`src/rtl/adder_pkg.sv`:
```
// Shared helpers for the pipelined segment adder: parameter legality checks
// and the slice-width derivation used by every stage.
package adder_pkg;

    function automatic bit stages_ok(input int stages);
        return stages >= 1;
    endfunction

    function automatic bit width_ok(input int width, input int stages);
        return (stages >= 1) && (width >= stages) && ((width % stages) == 0);
    endfunction

    function automatic int seg_of(input int width, input int stages);
        return (stages >= 1) ? (width / stages) : 1;
    endfunction

endpackage

```
`src/rtl/adder_pipe_slice.sv`:
```
// Combinational SEG-bit ripple adder built from full_adder cells.
module adder_pipe_slice #(
    parameter int SEG = 4
) (
    input  logic [SEG-1:0] a,
    input  logic [SEG-1:0] b,
    input  logic           cin,
    output logic [SEG-1:0] sum,
    output logic           cout
);
    for (genvar i = 0; i < SEG; i++) begin : g_bit
        logic ci;
        logic co;
        // Each bit owns its carry net so the chain is a plain sequence of wires.
        if (i == 0) begin : g_first
            assign ci = cin;
        end else begin : g_next
            assign ci = g_bit[i-1].co;
        end
        full_adder u_fa (
            .a   (a[i]),
            .b   (b[i]),
            .cin (ci),
            .sum (sum[i]),
            .cout(co)
        );
    end

    assign cout = g_bit[SEG-1].co;
endmodule

```
`src/rtl/full_adder.sv`:
```
// Single-bit full adder; the building block of every ripple slice.
module full_adder (
    input  logic a,
    input  logic b,
    input  logic cin,
    output logic sum,
    output logic cout
);
    assign sum  = a ^ b ^ cin;
    assign cout = (a & b) | (cin & (a ^ b));
endmodule

```
`src/rtl/pipelined_segment_adder.sv`:
```
// Pipelined add/subtract: one SEG-bit slice resolved per stage, carry registered
// between stages, valid/ready on both ends with full backpressure.
module pipelined_segment_adder
    import adder_pkg::*;
#(
    parameter int WIDTH  = 16,
    parameter int STAGES = 4
) (
    input  logic             clk,
    input  logic             rst,
    input  logic             in_valid,
    output logic             in_ready,
    input  logic [WIDTH-1:0] in_a,
    input  logic [WIDTH-1:0] in_b,
    input  logic             in_cin,
    input  logic             in_sub,
    output logic             out_valid,
    input  logic             out_ready,
    output logic [WIDTH-1:0] out_sum,
    output logic             out_cout,
    output logic             out_ovf
);
    // Handshake: a beat moves on any rising edge where valid && ready, never otherwise.
    localparam int SEG  = seg_of(WIDTH, STAGES);
    localparam int LAST = STAGES - 1;

    if (!stages_ok(STAGES) || !width_ok(WIDTH, STAGES)) begin : g_param_check
        $error("pipelined_segment_adder: WIDTH must be a positive multiple of STAGES >= 1");
    end

    logic [STAGES-1:0] vld_vec;
    logic [STAGES-1:0] load;

    // A stage may load unless it and every stage after it are full with the output stalled.
    always_comb begin : advance_chain
        logic tail_full;
        tail_full = 1'b1;
        load      = '0;
        for (int k = STAGES - 1; k >= 0; k--) begin
            tail_full = tail_full & vld_vec[k];
            load[k]   = !tail_full || out_ready;
        end
    end

    assign in_ready = load[0];

    for (genvar k = 0; k < STAGES; k++) begin : g_stage
        localparam int W_SRC = WIDTH - k * SEG;

        logic                 vld;
        logic                 c_r;
        logic [(k+1)*SEG-1:0] s_r;
        logic [(k+1)*SEG-1:0] s_next;
        logic                 v_src;
        logic                 c_src;
        logic [W_SRC-1:0]     a_src;
        logic [W_SRC-1:0]     b_src;
        logic [SEG-1:0]       sum_slice;
        logic                 c_slice;

        if (k == 0) begin : g_head
            // Subtract folds into add: invert B and turn borrow-in into carry-in.
            assign v_src  = in_valid;
            assign a_src  = in_a;
            assign b_src  = in_sub ? ~in_b : in_b;
            assign c_src  = in_sub ? ~in_cin : in_cin;
            assign s_next = sum_slice;
        end else begin : g_link
            assign v_src  = g_stage[k-1].vld;
            assign a_src  = g_stage[k-1].g_skew.a_r;
            assign b_src  = g_stage[k-1].g_skew.b_r;
            assign c_src  = g_stage[k-1].c_r;
            assign s_next = {sum_slice, g_stage[k-1].s_r};
        end

        adder_pipe_slice #(.SEG(SEG)) u_slice (
            .a   (a_src[SEG-1:0]),
            .b   (b_src[SEG-1:0]),
            .cin (c_src),
            .sum (sum_slice),
            .cout(c_slice)
        );

        always_ff @(posedge clk) begin
            if (rst) begin
                vld <= 1'b0;
                c_r <= 1'b0;
                s_r <= '0;
            end else if (load[k]) begin
                vld <= v_src;
                if (v_src) begin
                    c_r <= c_slice;
                    s_r <= s_next;
                end
            end
        end

        if (k < LAST) begin : g_skew
            // Unresolved upper operand slices ride along with the transaction.
            logic [W_SRC-SEG-1:0] a_r;
            logic [W_SRC-SEG-1:0] b_r;
            always_ff @(posedge clk) begin
                if (rst) begin
                    a_r <= '0;
                    b_r <= '0;
                end else if (load[k] && v_src) begin
                    a_r <= a_src[W_SRC-1:SEG];
                    b_r <= b_src[W_SRC-1:SEG];
                end
            end
        end else begin : g_tail
            logic ovf_r;
            always_ff @(posedge clk) begin
                if (rst) begin
                    ovf_r <= 1'b0;
                end else if (load[k] && v_src) begin
                    ovf_r <= (a_src[SEG-1] == b_src[SEG-1]) && (sum_slice[SEG-1] != a_src[SEG-1]);
                end
            end
        end

        assign vld_vec[k] = vld;
    end

    assign out_valid = g_stage[LAST].vld;
    assign out_sum   = g_stage[LAST].s_r;
    assign out_cout  = g_stage[LAST].c_r;
    assign out_ovf   = g_stage[LAST].g_tail.ovf_r;

endmodule

```
`config.mk`:
```
export PLATFORM = sky130hd
export DESIGN_NAME = pipelined_segment_adder
export DESIGN_NICKNAME = d
export VERILOG_FILES = /design/src/rtl/adder_pkg.sv /design/src/rtl/adder_pipe_slice.sv /design/src/rtl/full_adder.sv /design/src/rtl/pipelined_segment_adder.sv
export SDC_FILE = /design/constraint.sdc
export NUM_CORES = 1
export LEC_CHECK = 0
export ABC_AREA = 1
export CAP_MARGIN = 20
export CORE_MARGIN = 8
export CORE_UTILIZATION = 49
export DETAILED_ROUTE_END_ITERATION = 16
export PLACE_DENSITY = 0.71
export REMOVE_ABC_BUFFERS = 1
export SYNTH_ARGS = -nofsm -noshare
export SYNTH_HDL_FRONTEND = slang
export SYNTH_SLANG_ARGS = --single-unit
```
`constraint.sdc`:
```
create_clock -name clk -period 3.4 [get_ports clk]
set_clock_uncertainty 0.1 [all_clocks]
set_input_delay 1.02 -clock clk [delete_from_list [all_inputs] [get_ports clk]]
set_output_delay 1.02 -clock clk [all_outputs]
set_load 0.02 [all_outputs]
```
-- Word level (Yosys, flattened, before mapping)
Index checks and enable logic that the tools add are counted.
- input bits: 38
- register bits after elaboration: 97
- mux-type cells: 2
- eq/ne operators: 2
- reductions and logical operators: 17
- bitwise operators: 85
- operators by type and width (cell ; count):
    1-bit bitwise AND ; 35
    1-bit bitwise XOR ; 32
    16-bit 2-to-1 mux ; 1
    16-bit inverter ; 1
    1-bit bitwise OR ; 16
    2-bit AND reduction ; 4
    1-bit logical AND ; 5
    1-bit logical NOT ; 4
    1-bit logical OR ; 4
    1-bit equality test ; 1
    1-bit 2-to-1 mux ; 1
    1-bit != test ; 1
    1-bit inverter ; 1

-- Logic depth before layout (Yosys ltp)
- word-level depth: 11
- mapped depth: 12

-- Cells and area by module
Synthesis repeated with hierarchy kept, for this count alone.
- cells, all modules: 538
- area total of the unflattened synthesis: 4220.3 um^2
- by module, submodules not included (module ; area each (um^2) ; cells an instance ; seq. area each (um^2) ; times used):
    pipelined_segment_adder ; 3900.0 ; 522 ; 1941.9 ; 1
    full_adder ; 20.0 ; 1 ; 0.0 ; 16

-- Worst setup path after synthesis
OpenSTA, ideal clock, no wires.
- kind: input to register
- start: in in_sub
- end: reg g_stage[0].s_r[3]
- arrival: 3.310 ns
- path slack: -0.125 ns
- data required time: 3.185 ns
- setup time: 0.115 ns
- stages on the path: 12
- buffers on the path: 2
- cells stage by stage: buf_4 -> buf_4 -> xnor2_1 -> fa_1 -> fa_1 -> fa_1 -> inv_1 -> fa_1 -> inv_1 -> nand3_1 -> nand2_1 -> nor2_1
- word-level cells in the longest chain between the ends: 9
- elaborated cells between the ends (all ways): 16
- classes of those cells: mux (2); bitwise (14)
- RTL lines (what ; RTL line ; source):
    start, declared ; pipelined_segment_adder.sv:16 ; input logic in_sub,
    16-bit 2-to-1 mux ; pipelined_segment_adder.sv:65 ; assign b_src = in_sub ? ~in_b : in_b;
    1-bit bitwise XOR ; full_adder.sv:10 ; assign cout = (a & b) | (cin & (a ^ b));
    1-bit bitwise AND ; full_adder.sv:10 ;
    1-bit bitwise OR ; full_adder.sv:10 ;
    1-bit bitwise AND ; full_adder.sv:10 ;
    1-bit bitwise OR ; full_adder.sv:10 ;
    1-bit bitwise AND ; full_adder.sv:10 ;
    1-bit bitwise OR ; full_adder.sv:10 ;
    1-bit bitwise XOR * ; full_adder.sv:9 ; assign sum = a ^ b ^ cin;
    net g_stage[0].u_slice.g_bit[3].u_fa.sum ; full_adder.sv:6 ; output logic sum,
    end signal, assigned ; pipelined_segment_adder.sv:93 ; s_r <= s_next;
    end, declared ; pipelined_segment_adder.sv:52 ; logic [(k+1)*SEG-1:0] s_r;
The timed path passes the listed nets; every way through them passes the cells marked *.
A chain may end at the register's enable or synchronous reset.

-- Worst setup path in the final report
- start: in out_ready
- end: out in_ready
- word-level cells in the longest chain between the ends: 1
- RTL lines (what ; RTL line ; source):
    start, declared ; pipelined_segment_adder.sv:18 ; input logic out_ready,
    1-bit logical OR ; pipelined_segment_adder.sv:41 ; load[k] = !tail_full || out_ready;
    end, declared ; pipelined_segment_adder.sv:12 ; output logic in_ready,
No other way between the ends.

==> metrics.txt <==
Max Transition Viols Final 0; Syn-to-layout area delta 18.4%; WS Path Type in -> out; DRC 0; FF-to-FF setup slack 930 ps; Reg power frac 0.532; CTS Buf Count 9; Nets 641; crit end category output port; # setup viols final 0; Yosys warnings 0; Switch Pwr 565 µW; Lkg Pwr 2.12 nW; Post-synth EDFFs 0; HP Start g_stage[1].s_r[6]$_SDFFE_PP0P_; Final Hold Fails 0; crit-path max FO 2; initial antenna violation count 0; internal power 1.75 mW; aggregate global routing overflow 0; reg2reg start g_stage[2].c_r$_SDFFE_PP0P_; Post-Synthesis Cells 549; Core Area 8550 µm²; status complete, no violations; post-synthesis register bit count 97; H-tree depth 3; largest area contributor in the synthesized netlist dfxtp_1; Hold Path Stages 2; Pwr per Cell Area 460 nW/µm²; DIE WIDTH 109 µm; Reg2Reg Depth 11; Worst EP required 2280 ps; top cell family by delay on the critical path buffers and inverters; commonest cells in the synthesized netlist 111 x nor2_1, 97 x dfxtp_1, 63 x nand2_1; post-synth design cell area 4250 µm²; period utilization 0.988; WL per Instance 11.5 µm; Slew HR 0.347; Detailed Route WL 8.02 mm; clock-pin slew on the worst setup and hold paths 90 ps; Placed Area 4820 µm²; TritonCTS clock tree done; crit start category input port; Via density 4.81; 1st-iter DRT viols 183; RePlAce Congestion 0.751; CP Buf/Inv Count 2; Clk Latency, worst-skew pair 360 ps; synth top area cells dfxtp_1 46%, nor2_1 9.8%, fa_1 7.5%, a21oi_1 7.0%, nand3_1 6.5%; Overall Global Routing Usage 0.140; setup bufs post-CTS 0; RSZ-0062 raised after global routing no; Initial Utilization 0.496; min Tclk post-route 3360 ps; switching share of total power 0.244; Die Y 109 µm; VDD IR max 0.231 mV; max cap viols 0; CTS root buf clkbuf_8; largest net degree at the start of global routing 71; CP max stage delay 600 ps; Sink Count 97; hold buffers post-CTS 0; Top Ports 58; Clock Tree Buf Depth 2; CP arrival 2240 ps; syn avg cell area 7.73 µm²; PortBufs 57; Primary FF master, synth dfxtp_1; CP cell instances clkdlybuf4s50_1 -> nor2_4 -> nand3_2 -> clkdlybuf4s50_1; Endpoint, Worst Hold g_stage[1].s_r[6]$_SDFFE_PP0P_; first-pass GRT wire length 13.6 mm; # rows 34; n_diodes 0; Fin Setup TNS 0 ps; Top cell by count, worst path clkdlybuf4s50_1; fmax 298 MHz; most frequent cell after synthesis nor2_1; final instance area 5030 µm²; antenna-violating nets left 0; HPWL after detailed placement 5.43 mm; Comb pwr share 0.126; R2R Path End out_ovf$_SDFFE_PP0P_; sequential fraction of the synthesis area 0.457; die area 11,900 µm²; 1st-pass router iterations 4; count of cell types in the netlist 21; layout cell share with drive strength beyond 1 0.0525; clock power share 0.342; DR vias 3,360; CP max stage cell clkdlybuf4s50_1; Hold/Removal Path Class reg -> reg; share of synthesized flip-flops with an asynchronous set or reset 0; Slew @ Worst Pin 979 ps; CP startpoint out_ready; number of global-route vias before repair 3,093; Synth top area share 0.457
## sequential cells by signal, summed over array words and instances, names as in the netlist
name,cells
g_stage.c_r,3
g_stage.g_skew.a_r,24
g_stage.g_skew.b_r,24
g_stage.s_r,24
g_stage.vld,3
out_cout,1
out_ovf,1
out_sum,16
out_valid,1
## per-layer routing
layer	wire length (µm)	global-route usage	vias up
met5	0	0	-
met2	3770	0.237	63
met3	327	0.0284	11
li1	-	-	1800
met1	3770	0.166	1486
met4	154	0.0704	0
## tightest hold or removal path, cell delays in order (launching register included)
cell	delay [ps]
dfxtp_1	320
nand2_1	60
a21oi_1	50
## through the flow
| step | std cells | util | power, mW | hold WS, ps | worst slack, ps |
|---|---|---|---|---|---|
| final | 699 | 0.588 | 2.31 | 366 | 42.1 |
| after global routing | 699 | 0.588 | 2.42 | 387 | 15.9 |
| after CTS | 699 | 0.588 | 2.33 | 366 | 14.4 |
| after detailed placement | 683 | 0.563 | 1.55 | 353 | -567 |
| after global placement | 683 | 0.563 | 1.54 | 347 | -475 |
| after floorplan | 509 | - | 1.43 | 332 | 182 |
## how the worst max path moves through the flow
stage                                endpoint  slack, ps  cells after the start
2_1_floorplan  g_stage[0].s_r[3]$_SDFFE_PP0P_        180                     10
6_report                             in_ready         40                      4
3_5_place_dp   g_stage[0].s_r[3]$_SDFFE_PP0P_       -570                     11
3_3_place_gp   g_stage[0].s_r[3]$_SDFFE_PP0P_       -480                     11
5_1_grt                              in_ready         20                      4
4_1_cts        g_stage[0].s_r[3]$_SDFFE_PP0P_         10                     11
## layout by cell type (no fill, tap or decap), drive strengths merged
cell           Yosys  layout
o21ai             36      36
nand2             65      65
a21oi             59      59
nor2             112     112
xnor2             16      16
clkdlybuf4s50      0      55
dlygate4sd2        0       1
clkbuf            12      10
fa                16      16
buf               28      10
clkinv             1       4
inv               49      49
clkinvlp           0       1
ha                 1       1
dfxtp             97      97
bufinv             0       2
xor2               1       1
nand3             56      56
## power by group through the flow
stage	Clock, mW	Combinational [mW]	Sequential (mW)
2_1_floorplan	0	0.166	1.26
3_3_place_gp	0	0.286	1.25
3_5_place_dp	0	0.294	1.26
6_report	0.791	0.291	1.23
5_1_grt	0.856	0.332	1.24
4_1_cts	0.808	0.295	1.23
## final cells by class
type | instances | area (µm²)
inverter | 50 | 188
sequential | 97 | 1940
clock buffer | 10 | 128
fill | 776 | 3520
timing repair buffer | 66 | 632
tap | 108 | 135
clock inverter | 6 | 82.6
multi-input combinational | 362 | 1920
## timing repair
item / CTS / global route
gates resized for setup: 1 / 1
hold endpoints to repair: 0 / 0
endpoints found under the setup margin: 1 / 1
cloned: 0 / 0
## cell families (layout without fill, tap and decap cells)
group | count (synthesis) | count (layout) | share of synthesized area
and+or+nand+nor | 233 | 233 | 0.227
DFF | 97 | 97 | 0.457
AOI/OAI and AO/OA | 95 | 95 | 0.112
buffers and inverters | 90 | 132 | 0.0905
adders and majority gates | 17 | 17 | 0.0784
xor gates and xnor gates | 17 | 17 | 0.0351
No activity file was read; power rests on OpenSTA's default activity.
